**src/rtl/game_frame_ctrl.sv**
```systemverilog
// game_frame_ctrl
//   Per-frame game-state sequencer. Each VGA frame request runs one update:
//   move the platform, move the ball, resolve wall/platform/floor collisions,
//   then acknowledge so the renderer samples stable coordinates.
//
// Ports
//   clk        system clock
//   rst        asynchronous active-high reset
//   frame_req  frame request, level, held until frame_ack
//   frame_ack  update done, coordinates stable (four-phase handshake)
//   btn_left   move platform left (level, pre-synchronised)
//   btn_right  move platform right
//   launch     release the held ball (sampled in BALL only)
//   ball_x     ball left column
//   ball_y     ball top row
//   plat_x     platform left column
//   ball_lost  one-cycle pulse when the ball reaches the floor
//   busy       high while PLAT, BALL or COLL is in progress
module game_frame_ctrl #(
   parameter int CW        = 10,
   parameter int SCR_W     = 640,
   parameter int SCR_H     = 480,
   parameter int BALL_SZ   = 8,
   parameter int PLAT_W    = 64,
   parameter int PLAT_Y    = 448,
   parameter int PLAT_STEP = 4,
   parameter int BALL_SPD  = 2
) (
   input  logic          clk,
   input  logic          rst,
   input  logic          frame_req,
   output logic          frame_ack,
   input  logic          btn_left,
   input  logic          btn_right,
   input  logic          launch,
   output logic [CW-1:0] ball_x,
   output logic [CW-1:0] ball_y,
   output logic [CW-1:0] plat_x,
   output logic          ball_lost,
   output logic          busy
);

   typedef enum logic [2:0] {IDLE, PLAT, BALL, COLL, ACK} state_t;

   localparam logic [CW-1:0] PLAT_RST = CW'((SCR_W - PLAT_W) / 2);
   localparam logic [CW-1:0] PLAT_MAX = CW'(SCR_W - PLAT_W);
   localparam logic [CW-1:0] STEP     = CW'(PLAT_STEP);
   localparam logic [CW-1:0] CTR_OFS  = CW'(PLAT_W / 2 - BALL_SZ / 2);
   localparam logic [CW-1:0] HELD_Y   = CW'(PLAT_Y - BALL_SZ);
   localparam logic [CW-1:0] FLOOR_Y  = CW'(SCR_H - BALL_SZ);

   localparam logic signed [CW:0] X_MAX = (CW+1)'(SCR_W - BALL_SZ);
   localparam logic signed [CW:0] SPD   = (CW+1)'(BALL_SPD);
   localparam logic [CW:0] SZ_W  = (CW+1)'(BALL_SZ);
   localparam logic [CW:0] PW_W  = (CW+1)'(PLAT_W);
   localparam logic [CW:0] PY_LO = (CW+1)'(PLAT_Y);
   localparam logic [CW:0] PY_HI = (CW+1)'(PLAT_Y + BALL_SPD);

   state_t        state, state_nx;
   logic          ack_nx, lost_nx;
   logic [CW-1:0] plat_nx, bx_nx, by_nx;
   logic          vx_pos, vy_pos, held;   // direction bits: 1 = positive velocity
   logic          vx_nx, vy_nx, held_nx;

   // Candidate free-ball position, one bit wider and signed so that a step
   // past column/row 0 shows up as a negative value.
   logic signed [CW:0] next_x, next_y;
   logic [CW:0]        ball_bot, ball_rgt, plat_end;
   logic               plat_hit;

   assign next_x   = $signed({1'b0, ball_x}) + (vx_pos ? SPD : -SPD);
   assign next_y   = $signed({1'b0, ball_y}) + (vy_pos ? SPD : -SPD);
   assign ball_bot = {1'b0, ball_y} + SZ_W;
   assign ball_rgt = {1'b0, ball_x} + SZ_W;
   assign plat_end = {1'b0, plat_x} + PW_W;
   assign plat_hit = vy_pos && (ball_bot >= PY_LO) && (ball_bot <= PY_HI) &&
                     (ball_rgt > {1'b0, plat_x}) && ({1'b0, ball_x} < plat_end);

   assign busy = (state == PLAT) || (state == BALL) || (state == COLL);

   always_comb begin
      state_nx = state;
      ack_nx   = frame_ack;
      lost_nx  = 1'b0;
      plat_nx  = plat_x;
      bx_nx    = ball_x;
      by_nx    = ball_y;
      vx_nx    = vx_pos;
      vy_nx    = vy_pos;
      held_nx  = held;
      case (state)
         IDLE: if (frame_req) state_nx = PLAT;
         PLAT: begin
            state_nx = BALL;
            if (btn_left && !btn_right)
               plat_nx = (plat_x < STEP) ? '0 : plat_x - STEP;
            else if (btn_right && !btn_left)
               plat_nx = (plat_x > PLAT_MAX - STEP) ? PLAT_MAX : plat_x + STEP;
         end
         BALL: begin
            state_nx = COLL;
            if (held) begin
               bx_nx = plat_x + CTR_OFS;
               by_nx = HELD_Y;
               if (launch) begin
                  held_nx = 1'b0;
                  vx_nx   = 1'b1;
                  vy_nx   = 1'b0;
               end
            end else begin
               if (next_x[CW]) begin
                  bx_nx = '0;
                  vx_nx = 1'b1;
               end else if (next_x > X_MAX) begin
                  bx_nx = X_MAX[CW-1:0];
                  vx_nx = 1'b0;
               end else begin
                  bx_nx = next_x[CW-1:0];
               end
               if (next_y[CW]) begin
                  by_nx = '0;
                  vy_nx = 1'b1;
               end else begin
                  by_nx = next_y[CW-1:0];
               end
            end
         end
         COLL: begin
            state_nx = ACK;
            if (!held) begin
               if (plat_hit) begin
                  by_nx = HELD_Y;
                  vy_nx = 1'b0;
               end else if (ball_y >= FLOOR_Y) begin
                  lost_nx = 1'b1;
                  held_nx = 1'b1;
                  bx_nx   = plat_x + CTR_OFS;
                  by_nx   = HELD_Y;
                  vx_nx   = 1'b1;
                  vy_nx   = 1'b0;
               end
            end
         end
         ACK: begin
            // First ACK cycle raises ack unconditionally, so a request that
            // dropped mid-update still sees exactly one cycle of ack.
            if (!frame_ack) begin
               ack_nx = 1'b1;
            end else if (!frame_req) begin
               ack_nx   = 1'b0;
               state_nx = IDLE;
            end
         end
         default: state_nx = IDLE;
      endcase
   end

   always_ff @(posedge clk or posedge rst) begin
      if (rst) begin
         state     <= IDLE;
         frame_ack <= 1'b0;
         ball_lost <= 1'b0;
         plat_x    <= PLAT_RST;
         ball_x    <= PLAT_RST + CTR_OFS;
         ball_y    <= HELD_Y;
         vx_pos    <= 1'b1;
         vy_pos    <= 1'b0;
         held      <= 1'b1;
      end else begin
         state     <= state_nx;
         frame_ack <= ack_nx;
         ball_lost <= lost_nx;
         plat_x    <= plat_nx;
         ball_x    <= bx_nx;
         ball_y    <= by_nx;
         vx_pos    <= vx_nx;
         vy_pos    <= vy_nx;
         held      <= held_nx;
      end
   end

endmodule

```
**config.mk**
```make
export PLATFORM = sky130hd
export DESIGN_NAME = game_frame_ctrl
export DESIGN_NICKNAME = d
export VERILOG_FILES = /design/src/rtl/game_frame_ctrl.sv
export SDC_FILE = /design/constraint.sdc
export NUM_CORES = 1
export LEC_CHECK = 0
export CAP_MARGIN = 15
export CELL_PAD_IN_SITES_DETAIL_PLACEMENT = 1
export CELL_PAD_IN_SITES_GLOBAL_PLACEMENT = 2
export CORE_MARGIN = 8
export CORE_UTILIZATION = 35
export DETAILED_ROUTE_END_ITERATION = 12
export PLACE_DENSITY = 0.92
export RECOVER_POWER = 25
export SLEW_MARGIN = 20
export SYNTH_ARGS = -nofsm -noshare
export SYNTH_HDL_FRONTEND = slang
export SYNTH_SLANG_ARGS = --single-unit
```
**constraint.sdc**
```tcl
create_clock -name clk -period 3.4 [get_ports clk]
set_clock_uncertainty 0.2 [all_clocks]
set_input_delay 0.51 -clock clk [delete_from_list [all_inputs] [get_ports clk]]
set_output_delay 0.51 -clock clk [all_outputs]
set_load 0.01 [all_outputs]
```
Yosys cells after proc, flatten, opt, wreduce, memory -nomap -nowiden
Index checks and enable logic that the tools add are counted.
{"block": "op_classes", "n_addsub": 8, "n_reduce_logical": 19, "eq_ne": 14, "n_lt_le_gt_ge": 8, "mux": 48}
{"op": "10-bit two-way mux", "count": 15}
{"op": "10-bit one-hot mux with 2 select lines", "count": 2}
{"op": "10-bit by 4-bit adder with 11-bit output, second input constant", "count": 2}
{"op": "11-bit adder", "count": 2}
{"op": "1-bit two-way mux", "count": 22}
{"op": "11-bit two-way mux", "count": 2}
{"op": "3-bit one-hot mux with 5 select lines", "count": 1}
{"op": "10-bit by 7-bit adder with 11-bit output, second input constant", "count": 1}
{"op": "11-bit by 9-bit greater-or-equal comparator with 1-bit output, second input constant", "count": 1}
{"op": "11-bit by 10-bit > comparator with 1-bit output", "count": 1}
{"op": "11-bit > comparator, second input constant", "count": 1}
{"op": "11-bit by 9-bit <= comparator with 1-bit output, second input constant", "count": 1}
{"op": "10-bit by 11-bit less-than comparator with 1-bit output", "count": 1}
{"op": "10-bit by 3-bit adder with 10-bit output, second input constant", "count": 1}
{"op": "10-bit by 5-bit adder with 10-bit output, second input constant", "count": 1}
{"op": "10-bit by 9-bit greater-or-equal comparator with 1-bit output, second input constant", "count": 1}
{"op": "10-bit > comparator, second input constant", "count": 1}
{"op": "10-bit by 3-bit less-than comparator with 1-bit output, second input constant", "count": 1}
{"op": "2-bit inequality test, second input constant", "count": 5}
{"op": "10-bit by 3-bit subtractor with 10-bit output, second input constant", "count": 1}
{"op": "3-bit two-way mux", "count": 3}
{"op": "3-bit by 2-bit equality test with 1-bit output, second input constant", "count": 2}
{"op": "1-bit logical AND", "count": 6}
{"op": "3-bit inequality test, second input constant", "count": 2}
{"op": "other kinds (15)", "count": 21}
{"block": "totals", "word_cells": 106, "regBits": 38, "inputBits": 6, "out_inout_bits": 33}

Logic depth before layout (Yosys ltp)
Gate-level depths: netlist of run 1.
{"block": "depth", "ltp_word": 9, "mapped_depth": 12, "depth_no_buf": 12}

Worst setup path after synthesis of run 1
No wires, ideal clock.
{"block": "synth_path", "path_type": "register to register", "start": "register ball_x[4]", "end": "register ball_x[9]", "n_path_buf": 0, "path_stages_with_launch": 13, "arrival_ps": 2826, "setup_slack_ps": 249, "cell_sequence": "dfstp_2 > ha_1 > nand3_1 > nor2_1 > xor2_1 > ha_1 > or2_2 > o41ai_1 > a31o_2 > a211oi_2 > a211o_1 > nand2_1 > mux2_2"}
{"block": "synth_between", "elab_chain_cells": 6}
{"element": "start, declared", "line": "36", "source": "output logic [CW-1:0] ball_x,"}
{"element": "start signal, assigned", "line": "164", "source": "ball_x <= PLAT_RST + CTR_OFS;"}
{"element": "start signal, assigned", "line": "174", "source": "ball_x <= bx_nx;"}
{"element": "11-bit adder / 10-bit by 4-bit adder with 11-bit output (equally long branches)", "line": "71, 74"}
{"element": "11-bit > comparator / 11-bit by 10-bit > comparator with 1-bit output (equally long branches)", "line": "114, 77"}
{"element": "10-bit two-way mux / 1-bit logical AND (equally long branches)", "line": "114, 76"}
{"element": "10-bit two-way mux / 1-bit logical AND (equally long branches)", "line": "111, 77"}
{"element": "10-bit two-way mux / 2-bit inequality test (equally long branches)"}
{"element": "10-bit one-hot mux with 2 select lines / 4-bit AND reduction (equally long branches)"}
Parallel ways exist; a longest one is shown, timed or not.
A chain may end at the register's enable or synchronous reset.

Worst setup path after layout of run 1
Ends and elaborated chain as after synthesis.

==> results of run 1 <==
worst reg2reg max path, cell delays in order (launching register included):
cell and delay, ps:
sky130_fd_sc_hd__dfstp_2 600, sky130_fd_sc_hd__ha_2 210, sky130_fd_sc_hd__nand3_1 120, sky130_fd_sc_hd__nor2_1 140, sky130_fd_sc_hd__xor2_1 170, sky130_fd_sc_hd__ha_1 270, sky130_fd_sc_hd__or2_2 310, sky130_fd_sc_hd__o41ai_2 50
sky130_fd_sc_hd__a31o_2 190, sky130_fd_sc_hd__a211oi_4 80, sky130_fd_sc_hd__a211o_1 330, sky130_fd_sc_hd__nand2_1 120, sky130_fd_sc_hd__mux2_2 350
layout make-up:
cell class	instances	area (µm²)
clock buffer	5	68.8
sequential	34	868
clock inverter	3	45.0
inverter	25	93.8
tap	133	166
multi-input combinational	346	2460
timing repair buffer	50	457
fill	1150	5530
flip-flops by register name, indices dropped and copies added, names as in the netlist:
signal	count
ball_x	9
ball_y	9
held	1
frame_ack	1
ball_lost	1
vy_pos	1
vx_pos	1
state	3
plat_x	8
synthesized netlist by cell type, types with 4 or more instances:
| cell | count | area, µm² |
|---|---|---|
| sky130_fd_sc_hd__a211oi_1 | 6 | 45.0 |
| sky130_fd_sc_hd__a21o_1 | 9 | 67.6 |
| sky130_fd_sc_hd__a21oi_1 | 24 | 120 |
| sky130_fd_sc_hd__a2bb2oi_1 | 5 | 43.8 |
| sky130_fd_sc_hd__a31oi_1 | 8 | 50.1 |
| sky130_fd_sc_hd__and3_1 | 7 | 43.8 |
| sky130_fd_sc_hd__buf_4 | 4 | 30.0 |
| sky130_fd_sc_hd__clkbuf_1 | 9 | 33.8 |
| sky130_fd_sc_hd__dfrtp_1 | 20 | 500 |
| sky130_fd_sc_hd__dfstp_2 | 14 | 368 |
| sky130_fd_sc_hd__ha_1 | 40 | 500 |
| sky130_fd_sc_hd__inv_1 | 24 | 90.1 |
| sky130_fd_sc_hd__nand2_1 | 35 | 131 |
| sky130_fd_sc_hd__nand2b_1 | 6 | 37.5 |
| sky130_fd_sc_hd__nand3_1 | 25 | 125 |
| sky130_fd_sc_hd__nand4_1 | 5 | 31.3 |
| sky130_fd_sc_hd__nor2_1 | 31 | 116 |
| sky130_fd_sc_hd__nor3_1 | 16 | 80.1 |
| sky130_fd_sc_hd__o21ai_0 | 24 | 120 |
| sky130_fd_sc_hd__o221ai_1 | 6 | 52.6 |
| sky130_fd_sc_hd__o22ai_1 | 4 | 25.0 |
| sky130_fd_sc_hd__or3_1 | 4 | 25.0 |
| sky130_fd_sc_hd__xnor2_1 | 17 | 149 |
| sky130_fd_sc_hd__xor2_1 | 5 | 43.8 |
worst paths after layout:
kind,endpoint,depth (start not counted)
worst min-delay path,frame_ack,2
min in group asynchronous,frame_ack,3
max in group asynchronous,ball_x[6],3
worst max-delay path,ball_x[9],12
worst max register to register,ball_x[9],12
worst min register to register,frame_ack,2
through the flow:
stage	area (µm²)	hold slack [ps]	worst slack [ps]
after floorplan	3470	301	249
after global placement	4000	294	213
after detailed placement	4000	317	101
after CTS	4120	336	77.1
after global routing	4160	374	6.34
final	4160	328	157
kinds of logic (layout without fill, tap and decap cells):
family                   count (synthesis)  in the layout  synth area share
AO/OA/AOI/OAI                          127            127             0.262
XOR/XNOR                                23             23            0.0604
adder cells (fa/ha/maj)                 42             42             0.156
buffers and inverters                   39             83            0.0488
flip-flops                              34             34             0.251
multiplexers                             4              4            0.0123
other                                    1              4           0.00108
AND/OR/NAND/NOR                        146            146             0.209
timing repair:
item	CTS	global route
setup endpoints to repair	0	18
resized for setup	0	5
setup buffers	0	3
per-layer routing:
metal  track usage  wire (µm)  vias up  part of all wire
met5             0          0        -                 0
met1         0.198       4760     1694              0.44
met4        0.0569        136        0             0.013
met2         0.298       5590       47              0.52
li1              -          -     1634                 -
met3        0.0234        356       13             0.033
==> impl_metrics.csv, run 1 <==
group,metric,value,unit
outcome,status,"finished, violations left",
outcome,violated_checks,"max-capacitance violations, max-slew violations",
clocking,max-clock-path-buffers,2,
finish,layout.cells.most_common,"sky130_fd_sc_hd__ha_1",
finish,area_delta_synth_final,20.0,%
worst_setup_path,cp_slowest_cell,"sky130_fd_sc_hd__dfstp_2",
global_route,overflow,0,
synth,yosys_most_used_dff,"sky130_fd_sc_hd__dfrtp_1",
floorplan,io_pins,39,
detailed_routing,route.detailed.vias_per_inst,5.68,
finish,antenna_cells,0,
floorplan,std_cell_rows,36,
global_route,grt_first_pass_wirelength,18000,µm
clocking,insertion_delay,300,ps
floorplan,initial_cell_density_of_the_core,0.357,
clocking,cts_num_sinks,34,
floorplan,core_footprint,0.00968,mm²
sta,setup_repair_after_global_routing_missed_its_margin,"no",
sta,totalNegativeSetupSlack,0,ps
worst_setup_path,largest_fanout_on_the_critical_path,7,
sta,report.final.hold_viol_count,0,
synth,synth_edf_count,0,
placement,numPortBuffers,34,
worst_setup_path,buffers_and_inverters_on_the_worst_path,0,
finish,final_cell_count_without_fillers,596,
worst_setup_path,setup.reg_to_reg.worst_slack,160,ps
sta,drv_slew,35,
worst_setup_path,cp_slowest_stage_delay,600,ps
detailed_routing,drt_pre_antenna_iters,4,
worst_setup_path,path_class,"reg -> reg",
clocking,cts-buffers-inserted,5,
worst_setup_path,worst-endpoint-arrival,3220,ps
synth,post_synth.cell_area_avg,8.32,µm²
worst_setup_path,startpoint_type_of_the_worst_setup_path,"flip-flop",
finish,most_used_cells_in_the_layout_excluding_fill_and_tap_cells,"39 x sky130_fd_sc_hd__ha_1, 35 x sky130_fd_sc_hd__nand2_1, 32 x sky130_fd_sc_hd__clkdlybuf4s50_1, 30 x sky130_fd_sc_hd__nor2_1, 25 x sky130_fd_sc_hd__nand3_1",
synth,synth-seq-area-share,0.251,
detailed_routing,routed_wire_length_per_instance,18.2,µm
synth,yosys.cell_types.count,71,
detailed_routing,detail_route.drc_violations,0,
finish,drive_above_1_share,0.127,
sta,layout_worst_path_cycle_share,0.954,
global_route,groute.usage.overall,0.166,
synth,syn-instance-count,416,
clocking,cts_tree,"yes",
worst_setup_path,critical_path.startpoint,"ball_x[4]",
floorplan,area_of_the_die,0.0133,mm²
worst_hold_path,hold_path_startpoint,"frame_ack",
placement,hpwl,8470,µm
worst_hold_path,min-delay-path-class,"reg -> reg",
synth,async_flop_share,1.00,
detailed_routing,detailedRoute.firstIterationViolations,138,
sta,max_freq,0.308,GHz
detailed_routing,final_antenna_net_count,0,
floorplan,chipWidth,115,µm
worst_setup_path,crit_path_cell_trace,"ha_2, nand3_1, nor2_1, xor2_1, ha_1, or2_2, o41ai_2, a31o_2, a211oi_4, a211o_1, nand2_1, mux2_2",
global_route,grt_start_max_net_pins,35,
worst_setup_path,critical-path-top-delay-family,"simple AND/OR/NAND/NOR gates",
worst_setup_path,timing.rr.start,"ball_x[4]",
synth,synth-seq-cells,34,
detailed_routing,routed-via-count,3388,
clocking,clock_tree.htree_level_count,2,
finish,nets,510,
synth,netlist_area_pre_place,0.00346,mm²
global_route,antenna_violations_before_repair,0,
placement,placed_cells_incl_taps,585,
clocking,postCtsHoldBufs,0,
sta,period_needed,3240,ps
finish,post_route_core_utilization,0.429,
run,maxcap_viol_count,1,
sta,worst_slew_pin_slew,1920,ps
synth,number_of_warning_messages_in_the_yosys_log,0,
clocking,clk_transition_reported_paths,80,ps
worst_setup_path,worstSetupEndpointType,"flip-flop",
detailed_routing,routed_wire_length,10800,µm
sta,final-setup-viol-count,0,
clocking,clock_root_buffer,"sky130_fd_sc_hd__clkbuf_8",
global_route,first_global_vias,3678,
floorplan,die_height,115,µm
placement,place_congestion,0.846,
worst_setup_path,worst-endpoint-required,3380,ps
sta,maxSlewHeadroom,-0.282,
Power of run 1 is not shown: default switching activity piles up to over one toggle a cycle in this logic, so the estimate is an artifact.
==> inputs of run 2 (changes only) <==
--- a/config.mk
+++ b/config.mk
@@ -8,6 +8,7 @@
 export CAP_MARGIN = 15
 export CELL_PAD_IN_SITES_DETAIL_PLACEMENT = 1
 export CELL_PAD_IN_SITES_GLOBAL_PLACEMENT = 2
+export CORE_ASPECT_RATIO = 0.75
 export CORE_MARGIN = 8
 export CORE_UTILIZATION = 35
 export DETAILED_ROUTE_END_ITERATION = 12
==> run 2 against run 1 <==
Effect of this change:
- the flow still finishes with violations (max-capacitance violations, max-slew violations)
- sequential cell count unchanged
- maximum frequency down 3.3%
- die area up 0.25%
==> impl_metrics.csv, run 2 (synthesized netlist as in run 1, its figures left out) <==
group,metric,value,unit
floorplan,chipWidth,131,µm
clocking,cts_tree,"yes",
floorplan,io_pins,39,
finish,nets,515,
detailed_routing,final_antenna_net_count,0,
sta,drv_slew,35,
floorplan,initial_cell_density_of_the_core,0.358,
clocking,postCtsHoldBufs,0,
sta,setup_repair_after_global_routing_missed_its_margin,"yes",
finish,most_used_cells_in_the_layout_excluding_fill_and_tap_cells,"39 x sky130_fd_sc_hd__ha_1, 35 x sky130_fd_sc_hd__nand2_1, 32 x sky130_fd_sc_hd__clkdlybuf4s50_1, 29 x sky130_fd_sc_hd__nor2_1, 25 x sky130_fd_sc_hd__nand3_1",
finish,reg.largest.list,"ball_x (9), ball_y (9), plat_x (8)",
global_route,overflow,0,
worst_setup_path,startpoint_type_of_the_worst_setup_path,"flip-flop",
sta,report.final.hold_viol_count,0,
worst_setup_path,worst-endpoint-required,3370,ps
clocking,cts-buffers-inserted,5,
outcome,violated_checks,"max-capacitance violations, max-slew violations",
worst_setup_path,critical_path.startpoint,"ball_x[3]",
worst_setup_path,path_class,"reg -> reg",
worst_setup_path,rr_endpoint,"ball_x[9]",
sta,period_needed,3350,ps
placement,numPortBuffers,34,
placement,hpwl,8470,µm
detailed_routing,routed-via-count,3466,
global_route,grt_start_max_net_pins,35,
clocking,clk_transition_reported_paths,60,ps
clocking,max-clock-path-buffers,2,
global_route,grt_first_pass_wirelength,18500,µm
finish,multi_input_area,0.00249,mm²
outcome,status,"finished, violations left",
sta,max_freq,0.298,GHz
detailed_routing,route.detailed.vias_per_inst,5.78,
worst_setup_path,worst_setup_path_endpoint,"ball_x[9]",
finish,antenna_cells,0,
worst_setup_path,setup.reg_to_reg.worst_slack,50,ps
finish,area_delta_synth_final,24.6,%
floorplan,std_cell_rows,31,
global_route,antenna_violations_before_repair,0,
worst_setup_path,largest_fanout_on_the_critical_path,4,
detailed_routing,drt_pre_antenna_iters,4,
placement,place_congestion,0.884,
floorplan,area_of_the_die,0.0134,mm²
worst_setup_path,worst-endpoint-arrival,3320,ps
detailed_routing,routed_wire_length_per_instance,19.1,µm
finish,drive_above_1_share,0.150,
finish,layout.cells.most_common,"sky130_fd_sc_hd__ha_1",
finish,final-seq-area,868,µm²
global_route,groute.usage.overall,0.175,
clocking,clock_root_buffer,"sky130_fd_sc_hd__clkbuf_16",
detailed_routing,detailedRoute.firstIterationViolations,179,
sta,worst_slew_pin_slew,2040,ps
global_route,first_global_vias,3580,
run,maxcap_viol_count,1,
worst_setup_path,timing.rr.start,"ball_x[3]",
worst_hold_path,min-delay-path-class,"reg -> reg",
sta,layout_worst_path_cycle_share,0.987,
worst_setup_path,worstSetupEndpointType,"flip-flop",
sta,final-setup-viol-count,0,
worst_setup_path,r2r.worst_path.cells,12,
sta,totalNegativeSetupSlack,0,ps
finish,n_fill_cell,1138,
floorplan,core_footprint,0.00966,mm²
clocking,clock_tree.htree_level_count,2,
floorplan,die_height,102,µm
detailed_routing,detail_route.drc_violations,0,
clocking,insertion_delay,280,ps
detailed_routing,routed_wire_length,11400,µm
clocking,cts_num_sinks,34,
sta,maxSlewHeadroom,-0.360,
==> run 2: final cells by class <==
type / count / area share
repair buffers: 55 / 0.115
clock buffers: 6 / 0.0322
well taps: 132 / 0.0383
multi-input cells: 346 / 0.577
clock inverters: 2 / 0.0139
inverters: 25 / 0.0218
flip-flops and latches: 34 / 0.201
==> run 2: layer usage <==
| layer | global-route usage | routed length (µm) | up-vias |
|---|---|---|---|
| met5 | 0 | 0 | - |
| met4 | 0.0475 | 182 | 0 |
| met3 | 0.0328 | 659 | 15 |
| met2 | 0.294 | 5340 | 98 |
| met1 | 0.224 | 5260 | 1705 |
| li1 | - | - | 1648 |
==> run 2: worst max-delay path, stage by stage (launching register included) <==
cell	delay [ps]
sky130_fd_sc_hd__dfstp_2	540
sky130_fd_sc_hd__ha_2	200
sky130_fd_sc_hd__nand3_1	140
sky130_fd_sc_hd__nor2_2	170
sky130_fd_sc_hd__xor2_2	200
sky130_fd_sc_hd__ha_1	300
sky130_fd_sc_hd__or2_2	320
sky130_fd_sc_hd__o41ai_2	60
sky130_fd_sc_hd__a31o_2	210
sky130_fd_sc_hd__a211oi_4	90
sky130_fd_sc_hd__a211o_1	320
sky130_fd_sc_hd__nand2_1	140
sky130_fd_sc_hd__mux2_2	360
==> run 2: worst min-delay path by stage <==
stage	slack, ps	startpoint	to	cells after the start
2_1_floorplan	300	state[2]	state[1]	1
3_3_place_gp	290	frame_ack	frame_ack	2
3_5_place_dp	310	frame_ack	frame_ack	2
4_1_cts	320	frame_ack	frame_ack	2
5_1_grt	360	frame_ack	frame_ack	2
6_report	310	frame_ack	frame_ack	2
==> run 2: repair_timing <==
item                                    4_1_cts  5_1_grt
gates resized for setup                       1       12
setup buffers                                 2        6
pin swaps                                     1        8
endpoints found under the setup margin        5       19
==> run 2: metrics by stage <==
stage	instance area [µm²]	worst slack [ps]	instances	hold slack, ps	utilization
floorplan	3470	249	419	301	-
global placement	4000	193	584	287	0.414
detailed placement	4000	54.5	584	307	0.414
CTS	4220	0.658	594	323	0.437
global route	4310	-84.1	600	364	0.447
finish	4310	45.0	600	313	0.447
Power of run 2 is left out for the same reason.
==> inputs of run 3 (changes only) <==
--- a/config.mk
+++ b/config.mk
@@ -9,10 +9,10 @@
 export CELL_PAD_IN_SITES_DETAIL_PLACEMENT = 1
 export CELL_PAD_IN_SITES_GLOBAL_PLACEMENT = 2
 export CORE_ASPECT_RATIO = 0.75
-export CORE_MARGIN = 8
+export CORE_MARGIN = 1
 export CORE_UTILIZATION = 35
 export DETAILED_ROUTE_END_ITERATION = 12
-export PLACE_DENSITY = 0.92
+export PLACE_DENSITY = 0.91
 export RECOVER_POWER = 25
 export SLEW_MARGIN = 20
 export SYNTH_ARGS = -nofsm -noshare
==> run 3 against run 2 <==
Effect of this change:
- the flow still finishes with violations (max-capacitance violations, max-slew violations)
- highest routed layer unchanged
- register-to-register slack better by 80 ps
- clock-buffer cell count did not move
- die area is 23% lower
==> impl_metrics.csv, run 3 (synthesized netlist as in run 1, its figures left out) <==
group,metric,value,unit
finish,area_delta_synth_final,24.6,%
worst_setup_path,worstSetupEndpointType,"flip-flop",
global_route,antenna_violations_before_repair,0,
global_route,groute.usage.overall,0.218,
clocking,postCtsHoldBufs,0,
finish,multi_input_area,0.00248,mm²
detailed_routing,routed-via-count,3413,
floorplan,core_footprint,0.00962,mm²
detailed_routing,route.detailed.vias_per_inst,5.67,
clocking,insertion_delay,280,ps
clocking,cts-buffers-inserted,5,
finish,layout.cells.most_common,"sky130_fd_sc_hd__ha_1",
clocking,cts_num_sinks,34,
worst_setup_path,worst-endpoint-required,3380,ps
global_route,gr-usage-met1,0.302,
finish,post-route-cell-area,0.00432,mm²
worst_setup_path,largest_fanout_on_the_critical_path,7,
detailed_routing,detail_route.drc_violations,0,
clocking,clock_root_buffer,"sky130_fd_sc_hd__clkbuf_16",
finish,final-seq-area,868,µm²
clocking,clk_transition_reported_paths,60,ps
worst_hold_path,hold-path-cell-count,2,
floorplan,initial_cell_density_of_the_core,0.360,
sta,final-setup-viol-count,0,
worst_setup_path,setup.reg_to_reg.worst_slack,130,ps
sta,max_freq,0.305,GHz
placement,detailed_place.area,0.00402,mm²
sta,worst_slew_pin_slew,1980,ps
finish,drive_above_1_share,0.151,
worst_hold_path,hold_path_startpoint,"frame_ack",
worst_setup_path,path_class,"reg -> reg",
detailed_routing,routed_wire_length_per_instance,18.0,µm
global_route,met3_usage_in_global_routing,0.0298,
finish,most_used_cells_in_the_layout_excluding_fill_and_tap_cells,"39 x sky130_fd_sc_hd__ha_1, 35 x sky130_fd_sc_hd__nand2_1, 32 x sky130_fd_sc_hd__clkdlybuf4s50_1, 30 x sky130_fd_sc_hd__nor2_1, 25 x sky130_fd_sc_hd__nand3_1",
placement,hpwl,8190,µm
worst_setup_path,critical_path.startpoint,"vx_pos",
global_route,first_global_vias,3558,
floorplan,chipWidth,117,µm
floorplan,io_pins,39,
worst_setup_path,rr_endpoint,"vx_pos",
placement,place_congestion,0.890,
finish,n_fill_cell,1170,
sta,maxSlewHeadroom,-0.323,
detailed_routing,routed_wire_length,10800,µm
global_route,grt_first_pass_wirelength,17700,µm
clocking,max-clock-path-buffers,2,
floorplan,area_of_the_die,0.0103,mm²
sta,fin_worst_hold_slack,317,ps
finish,post_route_core_utilization,0.449,
clocking,cts_tree,"yes",
finish,antenna_cells,0,
sta,drv_slew,35,
worst_setup_path,timing.rr.start,"vx_pos",
finish,reg.largest.list,"ball_x (9), ball_y (9), plat_x (8)",
outcome,status,"finished, violations left",
worst_hold_path,min_to,"frame_ack",
run,maxcap_viol_count,1,
outcome,violated_checks,"max-capacitance violations, max-slew violations",
detailed_routing,final_antenna_net_count,0,
sta,period_needed,3270,ps
global_route,overflow,0,
worst_setup_path,worst-endpoint-arrival,3260,ps
worst_hold_path,min-delay-path-class,"reg -> reg",
floorplan,die_height,88.1,µm
detailed_routing,detailedRoute.firstIterationViolations,143,
placement,numPortBuffers,34,
floorplan,std_cell_rows,31,
global_route,grt_start_max_net_pins,35,
sta,layout_worst_path_cycle_share,0.963,
global_route,global_route.usage.met2,0.370,
sta,report.final.hold_viol_count,0,
finish,nets,517,
worst_setup_path,r2r.worst_path.cells,10,
global_route,gr-max-usage-layer,"met2",
worst_setup_path,startpoint_type_of_the_worst_setup_path,"flip-flop",
detailed_routing,drt_pre_antenna_iters,4,
clocking,clock_tree.htree_level_count,2,
## run 3: area by class of cell
cell class | count | area share
Clock buffer | 6 | 0.0322
Timing Repair Buffer | 57 | 0.118
Tap cell | 132 | 0.0383
Sequential cell | 34 | 0.201
Inverter | 25 | 0.0217
Clock inverter | 2 | 0.0139
Multi-Input combinational cell | 346 | 0.575
## run 3: what timing repair did
| item | in CTS | in global routing |
|---|---|---|
| endpoints found under the setup margin | 1 | 17 |
| resized for setup | 1 | 12 |
| setup buffers | 0 | 8 |
| pin swaps | 0 | 6 |
| hold endpoints to repair | 0 | 0 |
## run 3: how the worst max path moves through the flow
stage,endpoint,slack (ps),cells after the start
finish,vx_pos,130,10
global route,vx_pos,-30,10
CTS,ball_y[3],40,12
detailed placement,ball_x[9],4,11
global placement,ball_x[5],190,9
floorplan,ball_x[9],250,12
## run 3: routing by layer
layer / vias up / part of all wire
li1: 1656 / -
met2: 55 / 0.48
met3: 4 / 0.026
met5: - / 0
met1: 1698 / 0.49
met4: 0 / 0.0032
## run 3: worst max-delay path: stages (launching register included)
cell and delay [ps]:
sky130_fd_sc_hd__dfstp_2 540, sky130_fd_sc_hd__inv_1 140, sky130_fd_sc_hd__fa_2 400, sky130_fd_sc_hd__a21o_1 220, sky130_fd_sc_hd__and4_1 240, sky130_fd_sc_hd__or4_1 550, sky130_fd_sc_hd__o2bb2ai_1 180, sky130_fd_sc_hd__o2111ai_2 350
sky130_fd_sc_hd__buf_4 170, sky130_fd_sc_hd__a211oi_1 40, sky130_fd_sc_hd__o32ai_1 150
## run 3: metrics by stage
step	setup WS, ps	setup TNS [ps]	cells
2_1_floorplan	249	0	419
3_3_place_gp	194	0	586
3_5_place_dp	4.43	0	586
4_1_cts	40.9	0	594
5_1_grt	-31.5	-195	602
6_report	126	0	602
Power of run 3 is left out for the same reason.
